`src/rtl/lcd_bus_driver.sv`:
```
// Write-only HD44780 bus-cycle generator: setup / enable pulse / hold, then an optional execution wait.
// Optional feature macro: LCD_EXEC_WAIT_EN (adds the WAIT state and the clear/home long-wait decode).
//
// state   | meaning
// --------+-----------------------------------------------------------
// S_IDLE  | waiting for a rising istart; bus keeps last driven value
// S_SETUP | RS/DATA driven, lcd_en low, SETUP_CYC cycles
// S_PULSE | lcd_en high, PULSE_CYC cycles
// S_HOLD  | lcd_en low, bus held, HOLD_CYC cycles
// S_WAIT  | command execution time, EXEC_CYC or LONG_EXEC_CYC cycles
// S_DONE  | odone pulse for one cycle
module lcd_bus_driver #(
    parameter int SETUP_CYC     = 4,
    parameter int PULSE_CYC     = 16,
    parameter int HOLD_CYC      = 4,
    parameter int EXEC_CYC      = 2000,
    parameter int LONG_EXEC_CYC = 82000
) (
    input  logic       clk,
    input  logic       rst,
    input  logic [7:0] idata,
    input  logic       irs,
    input  logic       istart,
    output logic       odone,
    output logic       obusy,
    output logic [7:0] lcd_data,
    output logic       lcd_rs,
    output logic       lcd_rw,
    output logic       lcd_en
);

    if (SETUP_CYC < 1 || PULSE_CYC < 1 || HOLD_CYC < 1 || EXEC_CYC < 1 ||
        LONG_EXEC_CYC < 1 || LONG_EXEC_CYC > 131072) begin : g_param_check
        $error("lcd_bus_driver: cycle parameter out of range");
    end

    typedef enum logic [2:0] {
        S_IDLE,
        S_SETUP,
        S_PULSE,
        S_HOLD,
`ifdef LCD_EXEC_WAIT_EN
        S_WAIT,
`endif
        S_DONE
    } state_t;

    localparam logic [16:0] SETUP_LD = 17'(SETUP_CYC - 1);
    localparam logic [16:0] PULSE_LD = 17'(PULSE_CYC - 1);
    localparam logic [16:0] HOLD_LD  = 17'(HOLD_CYC - 1);
`ifdef LCD_EXEC_WAIT_EN
    localparam logic [16:0] EXEC_LD  = 17'(EXEC_CYC - 1);
    localparam logic [16:0] LONG_LD  = 17'(LONG_EXEC_CYC - 1);
`endif

    state_t      state, state_nx;
    logic [16:0] cnt, cnt_nx;
    logic        istart_r, istart_q;
    logic        launch;
`ifdef LCD_EXEC_WAIT_EN
    logic        long_q;
    logic        is_long;

    // clear (0x01) and return-home (0x02/0x03) are the slow instructions
    assign is_long = !irs && (idata[7:2] == 6'd0) && (idata[1:0] != 2'd0);
`endif

    // istart passes through one input flop before edge detection, so launch
    // takes effect on the clock after the edge that first samples it high
    assign launch = (state == S_IDLE) && istart_r && !istart_q;
    assign lcd_rw = 1'b0;

    always_comb begin
        state_nx = state;
        cnt_nx   = cnt;
        case (state)
            S_IDLE: begin
                cnt_nx = '0;
                if (launch) begin
                    state_nx = S_SETUP;
                    cnt_nx   = SETUP_LD;
                end
            end
            S_SETUP: begin
                if (cnt == '0) begin
                    state_nx = S_PULSE;
                    cnt_nx   = PULSE_LD;
                end else begin
                    cnt_nx = cnt - 17'd1;
                end
            end
            S_PULSE: begin
                if (cnt == '0) begin
                    state_nx = S_HOLD;
                    cnt_nx   = HOLD_LD;
                end else begin
                    cnt_nx = cnt - 17'd1;
                end
            end
            S_HOLD: begin
                if (cnt == '0) begin
`ifdef LCD_EXEC_WAIT_EN
                    state_nx = S_WAIT;
                    cnt_nx   = long_q ? LONG_LD : EXEC_LD;
`else
                    state_nx = S_DONE;
                    cnt_nx   = '0;
`endif
                end else begin
                    cnt_nx = cnt - 17'd1;
                end
            end
`ifdef LCD_EXEC_WAIT_EN
            S_WAIT: begin
                if (cnt == '0) begin
                    state_nx = S_DONE;
                    cnt_nx   = '0;
                end else begin
                    cnt_nx = cnt - 17'd1;
                end
            end
`endif
            S_DONE: begin
                state_nx = S_IDLE;
                cnt_nx   = '0;
            end
            default: begin
                state_nx = S_IDLE;
                cnt_nx   = '0;
            end
        endcase
    end

    // outputs are registered from the next state so the pins never glitch
    always_ff @(posedge clk or negedge rst) begin
        if (!rst) begin
            state    <= S_IDLE;
            cnt      <= '0;
            istart_r <= 1'b0;
            istart_q <= 1'b0;
            lcd_data <= 8'h00;
            lcd_rs   <= 1'b0;
            lcd_en   <= 1'b0;
            obusy    <= 1'b0;
            odone    <= 1'b0;
`ifdef LCD_EXEC_WAIT_EN
            long_q   <= 1'b0;
`endif
        end else begin
            state    <= state_nx;
            cnt      <= cnt_nx;
            istart_r <= istart;
            istart_q <= istart_r;
            lcd_en   <= (state_nx == S_PULSE);
            obusy    <= (state_nx != S_IDLE);
            odone    <= (state_nx == S_DONE);
            if (launch) begin
                lcd_data <= idata;
                lcd_rs   <= irs;
`ifdef LCD_EXEC_WAIT_EN
                long_q   <= is_long;
`endif
            end
        end
    end

endmodule

```
`config.mk`:
```
export PLATFORM = sky130hd
export DESIGN_NAME = lcd_bus_driver
export DESIGN_NICKNAME = d
export VERILOG_FILES = /design/src/rtl/lcd_bus_driver.sv
export SDC_FILE = /design/constraint.sdc
export NUM_CORES = 1
export LEC_CHECK = 0
export ABC_AREA = 1
export BUFFER_PORTS_ARGS = -buffer_cell sky130_fd_sc_hd__buf_2
export CAP_MARGIN = 40
export CORE_ASPECT_RATIO = 1.25
export CORE_MARGIN = 2
export CORE_UTILIZATION = 40
export CTS_CLUSTER_DIAMETER = 80
export DETAILED_ROUTE_END_ITERATION = 8
export GPL_TIMING_DRIVEN = 1
export PLACE_DENSITY_LB_ADDON = 0.1
export SLEW_MARGIN = 25
export SYNTH_ARGS = -nofsm -noshare
export SYNTH_HDL_FRONTEND = slang
export SYNTH_SLANG_ARGS = --single-unit
export TNS_END_PERCENT = 5
```
`constraint.sdc`:
```
create_clock -name clk -period 3.5 [get_ports clk]
set_clock_uncertainty 0.05 [all_clocks]
set_input_delay 0.175 -clock clk [delete_from_list [all_inputs] [get_ports clk]]
set_output_delay 0.175 -clock clk [all_outputs]
set_load 0.02 [all_outputs]
```
==> summary.json <==
{
  "clock_tree": {
    "postCtsSetupRepairBufs": 0,
    "htree_levels": 2,
    "clk-insertion-delay-late_ns": 0.28,
    "clock_root_buffer": "sky130_fd_sc_hd__clkbuf_8",
    "clkSlewWorstSetupHoldPaths_ns": 0.06,
    "inserted_clock_buffers": 5,
    "cts.sink_count": 34,
    "cts_tree": "done",
    "cts.path.max_buffers": 2
  },
  "drt": {
    "dr.first_iter.drc_count": 14,
    "wl_mm": 2.69,
    "dr.pass1.iters": 2,
    "drc": 0,
    "dr.max_layer_used": "met4",
    "vias": 1059,
    "dr_wl_met3_um": 108,
    "routed_wire_length_per_instance_um": 11.7,
    "route.detailed.vias_per_inst": 4.60,
    "detailroute.wirelength.met2_mm": 1.34,
    "ant_nets": 0,
    "routedLengthMet1_mm": 1.18
  },
  "finish": {
    "fin_cells": 230,
    "nNetsFinal": 202,
    "layout_common_cells": "sky130_fd_sc_hd__nor2_1, sky130_fd_sc_hd__dfrtp_1, sky130_fd_sc_hd__buf_2",
    "antenna_cells": 0,
    "stdcell_area_mm2": 0.00185,
    "post_route_cells_drive_above_1_share": 0.274,
    "syn_to_final_growth_pct": 18.4
  },
  "place": {
    "placed_area_mm2": 0.00171,
    "gp_routability_congestion": 0.780,
    "place_inst": 219,
    "detailed_place_hpwl_mm": 1.91,
    "port_buffers": 23,
    "place_ws_ns": 1.73
  },
  "setup_path": {
    "critical_path.endpoint_type": "register",
    "worstPathRequired_ns": 3.60,
    "reg2reg_setup_slack_ns": 1.74,
    "critPathLaunchType": "register",
    "worstPathMaxFanout": 12,
    "arrival_ns": 1.87,
    "setup.worst_path.class": "register to register"
  },
  "synthesis": {
    "synth-seq-area-share": 0.546,
    "postSynthCellCount": 159,
    "syn-num-nets": 172,
    "yosysTopAreaCell": "sky130_fd_sc_hd__dfrtp_1",
    "area_share_of_the_largest_cell_type_after_synthesis": 0.546,
    "synth.lib_cells_used.distinct": 23,
    "postSynthRegisterBits": 34,
    "synth_area_mm2": 0.00156,
    "synthesis.area_per_instance_um2": 9.81,
    "ys_top_cells_by_area": "sky130_fd_sc_hd__dfrtp_1, sky130_fd_sc_hd__nor2_1, sky130_fd_sc_hd__xor2_1",
    "synth_warnings": 0
  },
  "sta": {
    "finalMaxSlewViolations": 0,
    "fin_tns_setup_ns": 0,
    "final-setup-viol-count": 0,
    "unrepaired_setup_endpoints_after_global_routing": "no",
    "final_min_period_over_clock_period": 0.504,
    "finalCriticalPeriod_ns": 1.76,
    "worst_slack_ns": 1.74,
    "hold_viol": 0,
    "fmax_ghz": 0.567
  },
  "floorplanning": {
    "die_area_mm2": 0.00442,
    "die_w_um": 59.8,
    "row_count": 25,
    "core-area_mm2": 0.00375,
    "starting_density_of_the_core": 0.415,
    "chipHeight_um": 73.8,
    "boundaryPins": 25
  },
  "run": {
    "maxCapViolCount": 0
  },
  "power_and_ir_drop": {
    "p_total_mw": 1.72,
    "power.combinational.fraction": 0.465,
    "irDropWorstVdd_uv": 402,
    "power.net_switching_mw": 0.720,
    "power.internal_mw": 1.00,
    "p_sw_frac": 0.418,
    "power_per_cell_area_mw_per_mm2": 933,
    "clkPwrFrac": 0.171,
    "static-leakage-power_nw": 0.959,
    "seqPwrFrac": 0.365
  },
  "global_route": {
    "antenna_found_initial": 0,
    "grt_start_max_net_pins": 35,
    "wire_length_of_the_first_global_routing_pass_mm": 4.64,
    "grt_overflow_total": 0,
    "grt_util_all_layers": 0.146,
    "vias_in_the_first_global_route": 1053
  },
  "worst_hold_path": {
    "hold_class": "input port to register"
  },
  "run_status": {
    "status": "finished, final reports clean"
  }
}
repair_timing:
item,in CTS,in global routing
hold buffers,2,0
endpoints found under the hold margin,35,0
resized for setup,0,0
final cells by class:
type                    count  area (um2)
inverters                  16        60.1
multi-input cells         106         631
clock buffers               7        86.3
fillers                   352        1910
flip-flops and latches     34         851
well taps                  40        50.0
clock inverters             1        5.00
repair buffers             26         163
layer usage:
| layer | vias to the layer above | track usage |
|---|---|---|
| li1 | 553 | - |
| met1 | 482 | 0.175 |
| met2 | 20 | 0.227 |
| met3 | 4 | 0.0440 |
| met4 | 0 | 0.0864 |
| met5 | - | 0 |
critical path, stage by stage (launching register included):
cell,delay (ns)
sky130_fd_sc_hd__dfrtp_1,0.38
sky130_fd_sc_hd__inv_1,0.09
sky130_fd_sc_hd__ha_1,0.22
sky130_fd_sc_hd__nand2_2,0.13
sky130_fd_sc_hd__nor2_8,0.19
sky130_fd_sc_hd__nand3_4,0.13
sky130_fd_sc_hd__nand2_1,0.34
sky130_fd_sc_hd__nor2_1,0.10
power by group through the flow:
stage	Sequential, mW	Clock [mW]	Combinational (mW)
detailed placement	0.635	0	0.802
floorplan	0.701	0	0.559
CTS	0.629	0.303	0.807
global route	0.645	0.324	0.904
global placement	0.631	0	0.796
finish	0.628	0.294	0.800
Yosys cell counts (all sizes together):
cell / count
buf: 3
a21oi: 3
ha: 1
xor2: 12
nand2: 24
nor3: 1
dfrtp: 34
mux2: 9
o21ai: 2
xnor2: 2
or2: 1
inv: 16
nand4: 4
conb: 1
nor2: 40
nand3: 6
path summary, 6_finish.rpt:
path	from	to	cells after the start
min in group asynchronous	rst	cnt[2]	2
max in group asynchronous	rst	lcd_data[6]	3
max reg2reg	cnt[0]	cnt[15]	7
max	cnt[0]	cnt[15]	7
min reg2reg	istart_r	istart_q	0
min	idata[1]	lcd_data[1]	2
state kept, by name, summed over array words and instances (netlist names):
| signal | cells |
|---|---|
| cnt | 17 |
| lcd_data | 8 |
| state | 3 |
| istart_q | 1 |
| istart_r | 1 |
| lcd_en | 1 |
| lcd_rs | 1 |
| obusy | 1 |
| odone | 1 |
cells by family (layout without fill, tap and decap cells):
logic type / Yosys count / count (layout) / synth area share
and+or+nand+nor: 76 / 76 / 0.234
DFF: 34 / 34 / 0.546
other: 1 / 1 / 0.00241
adders and majority gates: 1 / 1 / 0.00802
buffers and inverters: 19 / 50 / 0.0498
xor gates and xnor gates: 14 / 14 / 0.0787
AOI/OAI and AO/OA: 5 / 5 / 0.0160
muxes: 9 / 9 / 0.0650
per-stage QoR:
stage	hold slack, ns	utilization
3_3_place_gp	0.229	0.455
4_1_cts	0.0642	0.484
2_1_floorplan	-0.171	-
3_5_place_dp	0.235	0.455
6_report	0.0726	0.492
5_1_grt	0.0728	0.492
No activity file was read; power rests on OpenSTA's default activity.
